===== src/rtl/piso_tx_pkg.sv =====
// piso_tx shared types: FSM state encodings and WIDTH range limits.
// Optional parity bit is enabled by defining PISO_TX_PARITY_EN.
package piso_tx_pkg;

   typedef enum logic [1:0] {
      IDLE  = 2'd0,
      SHIFT = 2'd1,
      PAR   = 2'd2
   } state_t;

   localparam int WIDTH_MIN = 2;
   localparam int WIDTH_MAX = 32;

endpackage


===== src/rtl/piso_tx_bit_counter.sv =====
// Bit position counter for piso_tx: synchronous clear, enable,
// terminal count at LIMIT-1.
module bit_counter #(
   parameter int LIMIT = 8,
   parameter int CW    = (LIMIT > 1) ? $clog2(LIMIT) : 1
) (
   input  logic          clk,
   input  logic          clear_n,
   input  logic          clr,
   input  logic          en,
   output logic [CW-1:0] count,
   output logic          tc
);

   always_ff @(posedge clk or negedge clear_n) begin
      if (!clear_n) begin
         count <= '0;
      end else if (clr) begin
         count <= '0;
      end else if (en) begin
         count <= count + 1'b1;
      end
   end

   assign tc = (count == CW'(LIMIT - 1));

endmodule


===== src/rtl/piso_tx.sv =====
// Parallel-in serial-out transmitter, LSB first, with per-bit strobe.
// Define PISO_TX_PARITY_EN to append an even-parity bit to each frame.
module piso_tx
   import piso_tx_pkg::*;
#(
   parameter int WIDTH = 8
) (
   input  logic             clk,
   input  logic             clear_n,
   input  logic [WIDTH-1:0] din,
   input  logic             load_valid,
   output logic             load_ready,
   output logic             sdata,
   output logic             sstrobe,
   output logic             busy,
   output logic             done
);

   localparam int CW = $clog2(WIDTH);

   if (WIDTH < WIDTH_MIN || WIDTH > WIDTH_MAX) begin : g_width_bad
      $error("piso_tx: WIDTH out of range");
   end

   state_t           state;
   logic [WIDTH-1:0] shreg;
   logic [CW-1:0]    count;
   logic             tc;
   logic             accept;
   logic             cnt_en;
   logic             go_idle;

`ifdef PISO_TX_PARITY_EN
   logic             par;
`else
   logic             pre_last;
   assign pre_last = (count == CW'(WIDTH - 2));
`endif

   assign accept  = load_valid & load_ready;
   assign cnt_en  = (state == SHIFT) & ~tc;
   // done marks the final bit cycle, so it doubles as the frame-end flag
   assign go_idle = done | (state != SHIFT);

   bit_counter #(
      .LIMIT (WIDTH),
      .CW    (CW)
   ) u_cnt (
      .clk     (clk),
      .clear_n (clear_n),
      .clr     (accept),
      .en      (cnt_en),
      .count   (count),
      .tc      (tc)
   );

   always_ff @(posedge clk or negedge clear_n) begin
      if (!clear_n) begin
         state      <= IDLE;
         shreg      <= '0;
         sdata      <= 1'b0;
         sstrobe    <= 1'b0;
         busy       <= 1'b0;
         done       <= 1'b0;
         load_ready <= 1'b1;
`ifdef PISO_TX_PARITY_EN
         par        <= 1'b0;
`endif
      end else if (accept) begin
         state      <= SHIFT;
         shreg      <= din;
         sdata      <= din[0];
         sstrobe    <= 1'b1;
         busy       <= 1'b1;
         done       <= 1'b0;
         load_ready <= 1'b0;
`ifdef PISO_TX_PARITY_EN
         par        <= ^din;
`endif
      end else if (go_idle) begin
         state      <= IDLE;
         sdata      <= 1'b0;
         sstrobe    <= 1'b0;
         busy       <= 1'b0;
         done       <= 1'b0;
         load_ready <= 1'b1;
      end else begin
         shreg <= shreg >> 1;
         sdata <= shreg[1];
`ifdef PISO_TX_PARITY_EN
         if (tc) begin
            state      <= PAR;
            sdata      <= par;
            done       <= 1'b1;
            load_ready <= 1'b1;
         end
`else
         if (pre_last) begin
            done       <= 1'b1;
            load_ready <= 1'b1;
         end
`endif
      end
   end

endmodule

===== config.mk =====
export PLATFORM = sky130hd
export DESIGN_NAME = piso_tx
export DESIGN_NICKNAME = d
export VERILOG_FILES = /design/src/rtl/piso_tx_pkg.sv /design/src/rtl/piso_tx_bit_counter.sv /design/src/rtl/piso_tx.sv
export SDC_FILE = /design/constraint.sdc
export NUM_CORES = 1
export LEC_CHECK = 0
export ABC_AREA = 1
export BUFFER_PORTS_ARGS = -buffer_cell sky130_fd_sc_hd__buf_4
export CORE_MARGIN = 1.5
export CORE_UTILIZATION = 49
export CTS_BUF_LIST = sky130_fd_sc_hd__clkbuf_4
export CTS_CLUSTER_SIZE = 20
export DETAILED_ROUTE_END_ITERATION = 8
export PLACE_DENSITY = 0.83
export SYNTH_ARGS = -nofsm -noshare
export SYNTH_HDL_FRONTEND = slang
export SYNTH_SLANG_ARGS = --single-unit

===== constraint.sdc =====
create_clock -name clk -period 1.2 [get_ports clk]
set_input_delay 0.06 -clock clk [delete_from_list [all_inputs] [get_ports clk]]
set_output_delay 0.06 -clock clk [all_outputs]
set_load 0.05 [all_outputs]

==> results.sh <==
export IMPL_cts_sinks=14
export IMPL_root_buffer="clkbuf_4"
export IMPL_drtIter0Drc=10
export IMPL_area_growth_pct=34.09
export IMPL_clk_latency_ns=0.27
export IMPL_path_class="reg2reg"
export IMPL_clk_pin_slew_ns=0.09
export IMPL_tns_ns=0
export IMPL_synth_seq_area_share=0.4938
export IMPL_fin_crit_ns=1.148
export IMPL_worstPathArrival_ns=1.32
export IMPL_hold_path_class="in2reg"
export IMPL_p_leak_nw=0.5318
export IMPL_numCtsBuffers=3
export IMPL_cts_max_level=1
export IMPL_dp_hpwl_um=1070
export IMPL_grtUsageMet1=0.2475
export IMPL_antenna_cells=0
export IMPL_grt_max_degree=22
export IMPL_design_area_um2=954.7
export IMPL_grt_busiest_layer="met2"
export IMPL_drive_gt1_frac=0.3273
export IMPL_rows=13
export IMPL_syn_nets=103
export IMPL_cts_tree="done"
export IMPL_routed_via_density=5.360
export IMPL_antenna_found_initial=0
export IMPL_holdWs_ns=0.01011
export IMPL_max_slew_margin=0.8460
export IMPL_port_buffers=15
export IMPL_synth_cell_types=15
export IMPL_drt_total_wl_um=1492
export IMPL_final_nets=125
export IMPL_layout_common_cells="31 x nand2_1, 17 x buf_4, 16 x nand3_1, 12 x dfrtp_1, 5 x inv_1"
export IMPL_yosys_register_bits=14
export IMPL_die_h_um=41.12
export IMPL_endpoint_kind="flop"
export IMPL_max_clock_freq_ghz=0.8707
export IMPL_synthCells=89
export IMPL_fin_skew_ns=0.006882
export IMPL_gp_congestion=0.7816
export IMPL_core_area_mm2=0.001334
export IMPL_power_frac_clock=0.126
export IMPL_finalMaxSlewViolations=0
export IMPL_ys_warn_count=0
export IMPL_drc_errors=0
export IMPL_setup_viol=0
export IMPL_grt_ovfl_total=0
export IMPL_dieArea_mm2=0.001690
export IMPL_placed_area_um2=838.3
export IMPL_peakVddDrop_mv=1.268
export IMPL_tightestPinTransition_ns=0.2308
export IMPL_total_power_mw=2.375
export IMPL_post_route_period_util=0.9570
export IMPL_maxCapViolations=0
export IMPL_rsz0062_at_grt="no"
export IMPL_outcome="completed"
export IMPL_grt_pass1_wl_um=2097
export IMPL_initial_core_util=0.5338
export IMPL_grtUsageMet3=0.03261
export IMPL_cell_internal_pwr_mw=1.344
export IMPL_critical_path_peak_fanout=4
export IMPL_hold_viol_final=0
export IMPL_wire_per_inst_um=11.94
export IMPL_grtUsageTotal=0.2016
export IMPL_ant_nets=0
export IMPL_die_x_um=41.12
export IMPL_met2_usage=0.3398
export IMPL_ios=16
export IMPL_power_frac_comb=0.526
export IMPL_power_density_mw_per_mm2=2487
export IMPL_drt_pass1_iter_count=4
export IMPL_syn_cell_area_um2=711.9
export IMPL_synth_avg_cell_area_um2=7.999
export IMPL_pwr_share_seq=0.348
export IMPL_critPathLaunchType="flop"
export IMPL_cts_buffer_depth=2
export IMPL_swShare=0.4340
export IMPL_grt_pass1_vias=501
export IMPL_worstPathRequired_ns=1.37
export IMPL_p_sw_mw=1.031
export IMPL_vias=670
export IMPL_final_common_cell="nand2_1"
[synthesized netlist by cell type]
master   count  area share
buf_4        1       0.011
buf_2        3       0.021
inv_1        6       0.032
nand2_1     33        0.17
dfrtp_1     13        0.46
nor2_1       2       0.011
ha_1         3       0.053
o21ai_0      1      0.0070
dfstp_2      1       0.037
nor3_1       1      0.0070
inv_2        1      0.0053
nand2_2      2       0.018
buf_6        1       0.016
nand3_1     18        0.13
nand4_1      3       0.026
[layer usage]
layer	part of all wire	wire length, µm	vias up
met3	0.069	103	2
met4	0.011	17	0
li1	-	-	330
met2	0.51	766	26
met5	0	0	-
met1	0.40	604	312
[stage by stage]
step,setup slack [ns],instances,utilization
floorplan,-0.1067,89,-
global placement,0.04557,117,0.6285
detailed placement,-0.02413,117,0.6285
CTS,0.01171,124,0.6820
global route,0.008033,125,0.7158
finish,0.05155,125,0.7158
[final timing paths]
path	from	to	slack, ns	cells after the start
worst max-delay path	u_cnt.count[1]	u_cnt.count[1]	0.05	6
worst min-delay path	din[0]	sdata	0.01	3
worst max register to register	u_cnt.count[1]	u_cnt.count[1]	0.05	6
worst min register to register	shreg[7]	shreg[7]	0.51	2
max in group asynchronous	clear_n	load_ready	0.80	2
min in group asynchronous	clear_n	u_cnt.count[2]	0.15	2
[cells by family after synthesis]
family                     share of synthesized area
AOI/OAI and AO/OA                           0.007023
buffers and inverters                        0.08435
adders and majority gates                    0.05273
DFF                                           0.4939
and+or+nand+nor                               0.3620
[worst max-delay path: stages, from the launching register on]
cell,delay [ns]
dfrtp_1,0.41
ha_2,0.19
ha_2,0.19
inv_4,0.07
nand2_4,0.05
nand3_1,0.07
nand2_1,0.06
[area by class of cell]
cell class                      count  area (µm²)
Fill cell                          93       379.1
Sequential cell                    14       352.8
Multi-Input combinational cell     63       330.3
Timing Repair Buffer               22       193.9
Clock buffer                        4       30.03
Inverter                            7       28.78
Tap cell                           15       18.77
[state kept, by name, summed over array words and instances (netlist names)]
signal and count:
load_ready 1, sdata 1, u_cnt.count 3, shreg 7, done 1, busy 1
[power groups by stage]
stage          Clock [mW]  Combinational, mW  Sequential, mW
6_report            0.299               1.25           0.826
5_1_grt             0.332               1.38           0.846
4_1_cts             0.304               1.14           0.816
3_5_place_dp            0               1.05           0.823
3_3_place_gp            0               1.02           0.810
2_1_floorplan           0              0.664           0.945
[what timing repair did]
action	4_1_cts	5_1_grt
buffers inserted	1	1
setup endpoints to repair	4	10
hold endpoints to repair	15	0
resized for setup	5	7
pin swaps	0	1
hold buffers	2	0
Note: power is estimated with default switching activity, not from simulation.
